### src/rtl/load_store_unit.sv
// Load/store unit between a RISC-V style core port (little-endian values) and a
// byte-addressed data memory that presents words with the lowest-address byte in bits [31:24].
module load_store_unit #(
    parameter logic ALLOW_MISALIGNED = 1'b1
) (
    input  logic        clock,
    input  logic        reset,
    input  logic        req_valid,
    output logic        req_ready,
    input  logic        req_write,
    input  logic [2:0]  req_funct3,
    input  logic [31:0] req_addr,
    input  logic [31:0] req_wdata,
    output logic        resp_valid,
    output logic [31:0] resp_rdata,
    output logic        resp_error,
    output logic [31:0] mem_addr,
    output logic        mem_write_enable,
    output logic [31:0] mem_write_data,
    input  logic [31:0] mem_read_data
);

    typedef enum logic [1:0] {
        S_IDLE  = 2'd0,
        S_READ  = 2'd1,
        S_WRITE = 2'd2,
        S_RESP  = 2'd3
    } state_t;

    state_t      state_q, state_d;
    logic        write_q, write_d;
    logic [2:0]  funct3_q, funct3_d;
    logic [31:0] wdata_q, wdata_d;
    logic [31:0] mem_addr_q, mem_addr_d;
    logic        req_ready_q, req_ready_d;
    logic        resp_valid_q, resp_valid_d;
    logic [31:0] resp_rdata_q, resp_rdata_d;
    logic        resp_error_q, resp_error_d;
    logic        mem_we_q, mem_we_d;
    logic [31:0] mem_wdata_q, mem_wdata_d;
    logic        req_bad_s;

    function automatic logic [31:0] swap32(input logic [31:0] v);
        return {v[7:0], v[15:8], v[23:16], v[31:24]};
    endfunction

    function automatic logic is_illegal(input logic wr, input logic [2:0] f3);
        logic bad;
        if (wr) begin
            bad = (f3 > 3'd2);
        end else begin
            case (f3)
                3'd3, 3'd6, 3'd7: bad = 1'b1;
                default:          bad = 1'b0;
            endcase
        end
        return bad;
    endfunction

    function automatic logic is_misaligned(input logic [1:0] size, input logic [1:0] a);
        logic bad;
        case (size)
            2'b01:   bad = a[0];
            2'b10:   bad = (a != 2'b00);
            default: bad = 1'b0;
        endcase
        return bad && !ALLOW_MISALIGNED;
    endfunction

    // Memory byte at the address sits in M[31:24]; the core sees the byte-swapped view.
    function automatic logic [31:0] load_extend(input logic [2:0] f3, input logic [31:0] m);
        logic [31:0] r;
        case (f3)
            3'd0:    r = {{24{m[31]}}, m[31:24]};
            3'd4:    r = {24'd0, m[31:24]};
            3'd1:    r = {{16{m[23]}}, m[23:16], m[31:24]};
            3'd5:    r = {16'd0, m[23:16], m[31:24]};
            3'd2:    r = swap32(m);
            default: r = 32'd0;
        endcase
        return r;
    endfunction

    function automatic logic [31:0] merge_store(input logic [2:0] f3, input logic [31:0] wd,
                                                input logic [31:0] m);
        logic [31:0] r;
        case (f3)
            3'd0:    r = {wd[7:0], m[23:0]};
            3'd1:    r = {wd[7:0], wd[15:8], m[15:0]};
            default: r = swap32(wd);
        endcase
        return r;
    endfunction

    // Next-state and next-output computation for the access sequencer.
    always_comb begin
        state_d      = state_q;
        write_d      = write_q;
        funct3_d     = funct3_q;
        wdata_d      = wdata_q;
        mem_addr_d   = mem_addr_q;
        req_ready_d  = 1'b0;
        resp_valid_d = 1'b0;
        resp_rdata_d = resp_rdata_q;
        resp_error_d = resp_error_q;
        mem_we_d     = 1'b0;
        mem_wdata_d  = mem_wdata_q;
        req_bad_s    = is_illegal(req_write, req_funct3) ||
                       is_misaligned(req_funct3[1:0], req_addr[1:0]);
        case (state_q)
            S_IDLE: begin
                if (req_valid) begin
                    write_d    = req_write;
                    funct3_d   = req_funct3;
                    wdata_d    = req_wdata;
                    mem_addr_d = req_addr;
                    if (req_bad_s) begin
                        state_d      = S_RESP;
                        resp_valid_d = 1'b1;
                        resp_error_d = 1'b1;
                        resp_rdata_d = 32'd0;
                    end else if (req_write && (req_funct3 == 3'd2)) begin
                        state_d     = S_WRITE;
                        mem_we_d    = 1'b1;
                        mem_wdata_d = swap32(req_wdata);
                    end else begin
                        state_d = S_READ;
                    end
                end else begin
                    req_ready_d = 1'b1;
                end
            end
            S_READ: begin
                // Sub-word stores merge their bytes into the word just read.
                if (write_q) begin
                    state_d     = S_WRITE;
                    mem_we_d    = 1'b1;
                    mem_wdata_d = merge_store(funct3_q, wdata_q, mem_read_data);
                end else begin
                    state_d      = S_RESP;
                    resp_valid_d = 1'b1;
                    resp_error_d = 1'b0;
                    resp_rdata_d = load_extend(funct3_q, mem_read_data);
                end
            end
            S_WRITE: begin
                state_d      = S_RESP;
                resp_valid_d = 1'b1;
                resp_error_d = 1'b0;
                resp_rdata_d = 32'd0;
            end
            S_RESP: begin
                state_d     = S_IDLE;
                req_ready_d = 1'b1;
            end
            default: begin
                state_d     = S_IDLE;
                req_ready_d = 1'b1;
            end
        endcase
    end

    // State and registered outputs; reset abandons any in-flight access.
    always_ff @(posedge clock or posedge reset) begin
        if (reset) begin
            state_q      <= S_IDLE;
            write_q      <= 1'b0;
            funct3_q     <= 3'd0;
            wdata_q      <= 32'd0;
            mem_addr_q   <= 32'd0;
            req_ready_q  <= 1'b1;
            resp_valid_q <= 1'b0;
            resp_rdata_q <= 32'd0;
            resp_error_q <= 1'b0;
            mem_we_q     <= 1'b0;
            mem_wdata_q  <= 32'd0;
        end else begin
            state_q      <= state_d;
            write_q      <= write_d;
            funct3_q     <= funct3_d;
            wdata_q      <= wdata_d;
            mem_addr_q   <= mem_addr_d;
            req_ready_q  <= req_ready_d;
            resp_valid_q <= resp_valid_d;
            resp_rdata_q <= resp_rdata_d;
            resp_error_q <= resp_error_d;
            mem_we_q     <= mem_we_d;
            mem_wdata_q  <= mem_wdata_d;
        end
    end

    assign req_ready        = req_ready_q;
    assign resp_valid       = resp_valid_q;
    assign resp_rdata       = resp_rdata_q;
    assign resp_error       = resp_error_q;
    assign mem_addr         = mem_addr_q;
    assign mem_write_enable = mem_we_q;
    assign mem_write_data   = mem_wdata_q;

endmodule

### config.mk
export PLATFORM = sky130hd
export DESIGN_NAME = load_store_unit
export DESIGN_NICKNAME = d
export VERILOG_FILES = /design/src/rtl/load_store_unit.sv
export SDC_FILE = /design/constraint.sdc
export NUM_CORES = 1
export LEC_CHECK = 0
export CORE_AREA = 2 2 116 118
export CTS_BUF_LIST = sky130_fd_sc_hd__clkbuf_4 sky130_fd_sc_hd__clkbuf_8
export DETAILED_ROUTE_END_ITERATION = 10
export DIE_AREA = 0 0 118 120
export GPL_TIMING_DRIVEN = 0
export PLACE_DENSITY = 0.95
export SYNTH_ARGS = -nofsm -noshare
export SYNTH_HDL_FRONTEND = slang
export SYNTH_SLANG_ARGS = --single-unit
### constraint.sdc
create_clock -name clock -period 6.9 [get_ports clock]
set_input_delay 1.38 -clock clock [delete_from_list [all_inputs] [get_ports clock]]
set_output_delay 1.38 -clock clock [all_outputs]
set_load 0.05 [all_outputs]
* After elaboration in Yosys (flattened, before gate mapping)
Index checks and enable logic that the tools add are counted.
Word-level totals: flip-flop bits (word level) 138, output and inout port bits 100, word-level logic and storage cells 71
Cells by class: $lt $le $gt $ge 1, eq/ne operators 17, muxes and demuxes 33, reductions and logical operators 9
Operators by type and width (number):
- $mux W32 | 7
- $pmux W32 S5 | 1
- $pmux W32 S3 | 1
- $pmux W32 S2 | 1
- $pmux W24 S2 | 1
- $mux W1 | 14
- $eq A3 B3 Y1 const B | 4
- $ne A2 B2 Y1 const B | 6
- $eq A3 B2 Y1 const B | 3
- $pmux W2 S4 | 1
- $mux W2 | 3
- $pmux W1 S3 | 2
- $reduce_and A5 Y1 | 1
- $eq A2 B2 Y1 const B | 2
- $pmux W1 S2 | 2
- $reduce_and A4 Y1 | 1
- $eq A3 B1 Y1 const B | 1
- $gt A3 B2 Y1 const B | 1
- $logic_not A3 Y1 | 1
- $reduce_bool A3 Y1 | 1
- $reduce_or A3 Y1 | 1
- $eq A2 B1 Y1 const B | 1
- $logic_not A2 Y1 | 1
- $reduce_and A2 Y1 | 1
- 2 further kinds | 2

* Depth between registers and ports, before layout
word-level depth 7, gate-level depth with buffers 8

* Worst setup path before layout
No wires, ideal clock.
path type input-to-reg, from input req_funct3[2], to register resp_rdata_q[21] (netlist: resp_rdata[21]), arrival 2446 ps, path slack 4329 ps, cell stages on the path 5, path buffers 1, path through a21oi_1 > nor3_2 > o21ai_2 > buf_2 > mux2_2
Between the ends: word-level cells in the longest chain between the ends 6
Ends and longest elaborated chain:
- from (decl) | line 11 | input logic [2:0] req_funct3,
- $eq A3 B2 Y1 or $eq A3 B3 Y1 (tied branches) | line 52 | case (f3)
- $reduce_or A3 Y1 | line 52
- $mux W1 | line 52
- $mux W1 (*) | line 49 | if (wr) begin
- $ne A2 B2 Y1 (no line) (*)
- $reduce_and A4 Y1 (no line) (*)
- to (signal assigned) | line 185 | resp_rdata_q <= resp_rdata_d;
- to (decl) | line 37 | logic [31:0] resp_rdata_q, resp_rdata_d;
Every way passes the cells marked *; elsewhere a longest branch is shown, timed or not. A chain may end at the register's enable or synchronous reset.

* Final worst setup path
from register req_ready_q (netlist: req_ready), to output req_ready
RTL lines:
- from (decl) | line 35 | logic req_ready_q, req_ready_d;
- from (signal assigned) | line 183 | req_ready_q <= req_ready_d;
- to (decl) | line 9 | output logic req_ready,
No word-level cell between the ends.

==> flow_summary.toml <==
[status]
status = "completed"

[sta]
tightest_slew_ns = 0.644
finalMaxSlewViolations = 0
setup_viol = 0
fin_tns_setup_ns = 0
fin_crit_ns = 3.13
fmax_ghz = 0.320
rsz0062_at_grt = "false"
finClkSkew_ns = 0.0103
max-slew-margin-rel_pct = 57.1
hold_viol = 0
fin_crit_sh_pct = 45.3

[synthesis]
synth.area.top_cells = "dfrtp_1 (54%), mux2_2 (11%), mux2i_1 (6.5%)"
yosysUniqueCellTypes = 35
synth_top_area_share_pct = 54.3
synth_nets = 625
ys_seq_area_share_pct = 54.7
synth.largest_area_cell = "dfrtp_1"
synth_xor_area_share_pct = 0
syn-cell-area_um2 = 6310
avgSynthCellArea_um2 = 12.2
synth_compound_area_share_pct = 12.3
synth_top_family_by_area = "multiplexers"
synth_edf_count = 0
ys_seq_elements = 138
synth_fa_ha_area_share_pct = 0.991
synth_flop_cell = "dfrtp_1"
ys_warn_count = 0
synth-simple-area-share_pct = 5.37
async_reset_ff_share_pct = 100
syn_inst = 517
synth_mux_area_share_pct = 23.1

[final_layout]
final_area_um2 = 8940
multi_input_area_um2 = 2630
fillCellCount = 965
stdcell_count = 926
drive_gt1_share_pct = 16.7
antennaDiodeCount = 0
final_nets = 847
areaGrowthSynthToFinish_pct = 41.7
fin_util_pct = 68.9
regArea_um2 = 3450

[detailed_routing]
drc = 0
drt-wirelength-per-cell_um = 19.3
routed_via_density = 5.39
drt_iter0_markers = 256
ant_nets = 0
firstDrtPassIters = 4
via_count = 4993
totalWireLength_um = 17900

[floorplan]
die_x_um = 118
core_area_um2 = 13000
ios = 203
start_util_pct = 48.6
placementRows = 42
fp.dieArea_um2 = 14200
die_y_um = 120

[global_routing]
grt_usage_pct = 25.9
grt_pass1_wl_um = 28000
antenna_found_initial = 0
gr-total-overflow = 0
grt_max_degree = 103
grt_pass1_vias = 5441

[clock_tree]
cts_inserted_buffers = 17
insertion_delay_ns = 0.44
cts_tree = "built"
post-cts-setup-buffers = 0
htree_num_levels = 4
ctsHoldBuffers = 0
cts.repair.resized = 0
clkSinkCount = 138
clock-root-buffer = "clkbuf_8"
clk_pin_slew_ns = 0.07
clockBufferDepth = 2

[setup_path]
worstPathRequired_ns = 5.52
crit_fanout = 1
worst_ep_arrival_time_ns = 1.75
worstSetupPathType = "reg2out"
start_kind = "flop"
max_stage_delay_ns = 0.79
endpoint_kind = "output pin"
crit_slowest_cell = "clkdlybuf4s50_1"
path_delay_family = "buffers and inverters"
critPathBufInv = 1
path_cells = "clkdlybuf4s50_1"

[place]
hpwl_um = 13500
dpl-instance-area_um2 = 8590
place_congestion = 0.846
dpl.cell_count = 896
portBuffers = 202

[pwr]
p_sw_share_pct = 47.0
max-vdd-ir-drop_mv = 0.427
cellLeakagePower_uw = 0.00395
clkPwrFrac_pct = 12.1
power_uw = 4930
pwr-share-seq_pct = 28.7
p_int_uw = 2620
pwr-share-comb_pct = 59.2
cellPowerDensity_nw_per_um2 = 552
power_switching_uw = 2320

[flow_run]
max_cap_violations = 0

[hold_path]
min_path_type = "reg2reg"
## registers in the layout, summed over array words and instances (netlist names)
register and count:
funct3_q 3, mem_addr 32, mem_write_data 32, mem_write_enable 1, req_ready 1, resp_error 1, resp_rdata 32, resp_valid 1
state_q 2, wdata_q 32, write_q 1
## cell families after synthesis
group,after synthesis
AO/OA/AOI/OAI,116
buffers and inverters,50
multiplexers,134
adder cells (fa/ha/maj),5
AND/OR/NAND/NOR,74
flip-flops,138
## cells in the mapped netlist, types with 2 or more instances
library cell and instances:
dfrtp_1 137, mux2_2 61, mux2i_1 41, mux2_1 32, nand2_1 30, a21oi_1 29
nor2_1 28, a21o_1 24, o21ai_0 18, a211oi_1 16, buf_2 14, inv_1 14
clkbuf_1 11, o21ai_1 10, a211oi_2 8, o22ai_1 8, buf_1 7, ha_1 5
buf_4 3, nor2b_1 3, nor3_1 3, nand2b_1 2
## routing by layer
metal  up-vias  GRT usage, %  part of all wire [%]
met5         -             0                     0
met4         0          11.0                   2.3
met3        31          8.17                   7.0
met2       202          43.7                    51
met1      2485          30.5                    40
li1       2275             -                     -
## cells in the final DEF, fill, tap and decap left out, types with 13 or more instances in the layout
cell type / Yosys / routed
mux2_1: 32 / 32
a21oi_1: 29 / 29
o21ai_0: 18 / 18
clkdlybuf4s50_1: 0 / 202
nand2_1: 30 / 30
dfrtp_1: 137 / 137
buf_2: 14 / 14
clkbuf_8: 0 / 22
nor2_1: 28 / 28
a211oi_1: 16 / 16
a21o_1: 24 / 24
inv_1: 14 / 13
mux2i_1: 41 / 41
mux2_2: 61 / 61
## worst paths after layout
kind	cells after the start	start	endpoint	slack, ns
worst max-delay path	1	req_ready	req_ready	3.77
worst min-delay path	1	mem_write_data[2]	mem_write_data[2]	0.48
worst max register to register	7	state_q[0]	resp_rdata[28]	4.65
worst min register to register	1	mem_write_data[2]	mem_write_data[2]	0.48
max in group asynchronous	3	reset	mem_write_data[16]	4.75
min in group asynchronous	2	reset	mem_addr[30]	1.31
## final cells by class
| cell class | instances | area share [%] |
|---|---|---|
| inverter | 14 | 0.643 |
| multi-input combinational | 329 | 29.4 |
| clock inverter | 2 | 0.112 |
| tap | 176 | 2.46 |
| sequential | 138 | 38.6 |
| timing repair buffer | 203 | 22.9 |
| buffer | 36 | 1.92 |
| clock buffer | 28 | 3.89 |
## worst reg2reg max path, cell delays in order, from the launching register on
cell     delay, ns
dfrtp_1       0.38
inv_1         0.10
ha_1          0.26
nand2_1       0.27
nor3_2        0.11
o21ai_2       0.30
buf_2         0.34
mux2_1        0.36
## power groups by stage
stage          Combinational [µW]  Sequential [µW]  Clock, µW
4_1_cts                      2940             1410        615
3_3_place_gp                 2840             1390          0
6_report                     2920             1420        598
5_1_grt                      3080             1460        653
2_1_floorplan                1120             2280          0
3_5_place_dp                 2930             1430          0
## through the flow
step           hold WS (ns)  setup slack, ns
2_1_floorplan         0.464             1.83
3_3_place_gp          0.460            0.168
3_5_place_dp          0.465             3.47
4_1_cts               0.481             3.74
5_1_grt               0.498             3.72
6_report              0.477             3.77
No activity file was read; power rests on OpenSTA's default activity.
==> RTL change, RTL diff (same flow settings) <==
Encoding of `state_t`: now one-hot (4 bits for 4 states).
--- a/src/rtl/load_store_unit.sv
+++ b/src/rtl/load_store_unit.sv
@@ -21,9 +21,9 @@
 );
 
-    typedef enum logic [1:0] {
-        S_IDLE  = 2'd0,
-        S_READ  = 2'd1,
-        S_WRITE = 2'd2,
-        S_RESP  = 2'd3
+    typedef enum logic [3:0] {
+        S_IDLE  = 4'b0001,
+        S_READ  = 4'b0010,
+        S_WRITE = 4'b0100,
+        S_RESP  = 4'b1000
     } state_t;
 
Formal check against the unedited RTL: same outputs for any inputs over 4 cycles, from zero or initial values and one cycle with reset high; so few cycles prove little.
==> RTL change against the unedited design <==
Sequential share of layout area shrank 0.42 points. Cell area grew 2.6%. Worst setup slack lost 0.00084 ns. Synthesized area grew 2.4%. Fmax is essentially flat. Synthesized cell count grew 8.1%. Sequential cell count grew 2. Total power shrank 3.0%. Combinational power shrank 11%. Wire length shrank 0.31%. Via count grew 9.1%. Critical endpoint unchanged. Largest power group unchanged.
==> RTL change: results (changes against the unedited design) <==
| Metric | Value |
|---|---|
| Status | `finished, final reports clean` |
| Nets | `883 (+4.3%)` |
| Metal-1 WL | `7.09 mm (-0.17%)` |
| Worst relative slew slack | `47.0% (-10 points)` |
| Filler cells | `964 (-0.10%)` |
| LEAKAGE | `3.95 nW (about the same)` |
| Vias in the first global route | `5,587 (+2.7%)` |
| Hold Startpoint | `mem_write_data[21]` |
| Clock power frac | `15.3% (+3.2 points)` |
| Hold path endpoint | `mem_write_data[21]` |
| Synth top area cells | `dfrtp_1 53%, mux2_2 12%, nand2_1 3.4%, a311oi_1 3.3%, o21ai_0 3.0%` |
| Layout cells sized above 1 | `18.9% (+2.2 points)` |
| GR Util met1 | `31.8% (+1.3 points)` |
| Met3 GRT Util | `8.51% (+0.33 points)` |
| Met3 wire len | `1.36 mm (+9.0%)` |
| Dpl cells | `937 (+4.6%)` |
| Unique masters post-synth | `41 (+17%)` |
| Tot Pwr | `4.79 mW (-3.0%)` |
| DR pass1 iterations | `5 (+1)` |
| Peak VDD IR | `305 uV (-29%)` |
| Finished Layout Cells | `969 (+4.6%)` |
| IO buf count | `201 (-0.50%)` |
| Net Sw Frac | `45.0% (-2.0 points)` |
| Final worst-path cycle share | `45.3% (about the same)` |
| Worst R2R Start | `funct3_q[2]` |
## RTL change: cell count changes after synthesis, sizes merged, moves of 10 or more
cell / change
a211oi: -24
a21oi: -10
a221o: +16
a22oi: +10
a311oi: +24
inv: -10
mux2: -24
mux2i: -25
nand2: +30
nor2b: +14
o21ai: +12
## RTL change: area by class of cell
type | instances | share of cell area (%)
clock inverter | 11 | 1.80
sequential | 140 | 38.2
multi-input combinational | 368 | 29.2
inverter | 5 | 0.259
tap | 176 | 2.40
buffer | 46 | 2.80
clock buffer | 21 | 3.08
timing repair buffer | 202 | 22.2
## RTL change: kinds of logic after synthesis
logic type             Yosys count  share of synthesized area (%)
buffers and inverters           51                           4.26
XOR/XNOR                         1                          0.136
flip-flops                     140                           54.2
AND/OR/NAND/NOR                121                           8.67
AO/OA/AOI/OAI                  161                           18.2
multiplexers                    85                           14.5
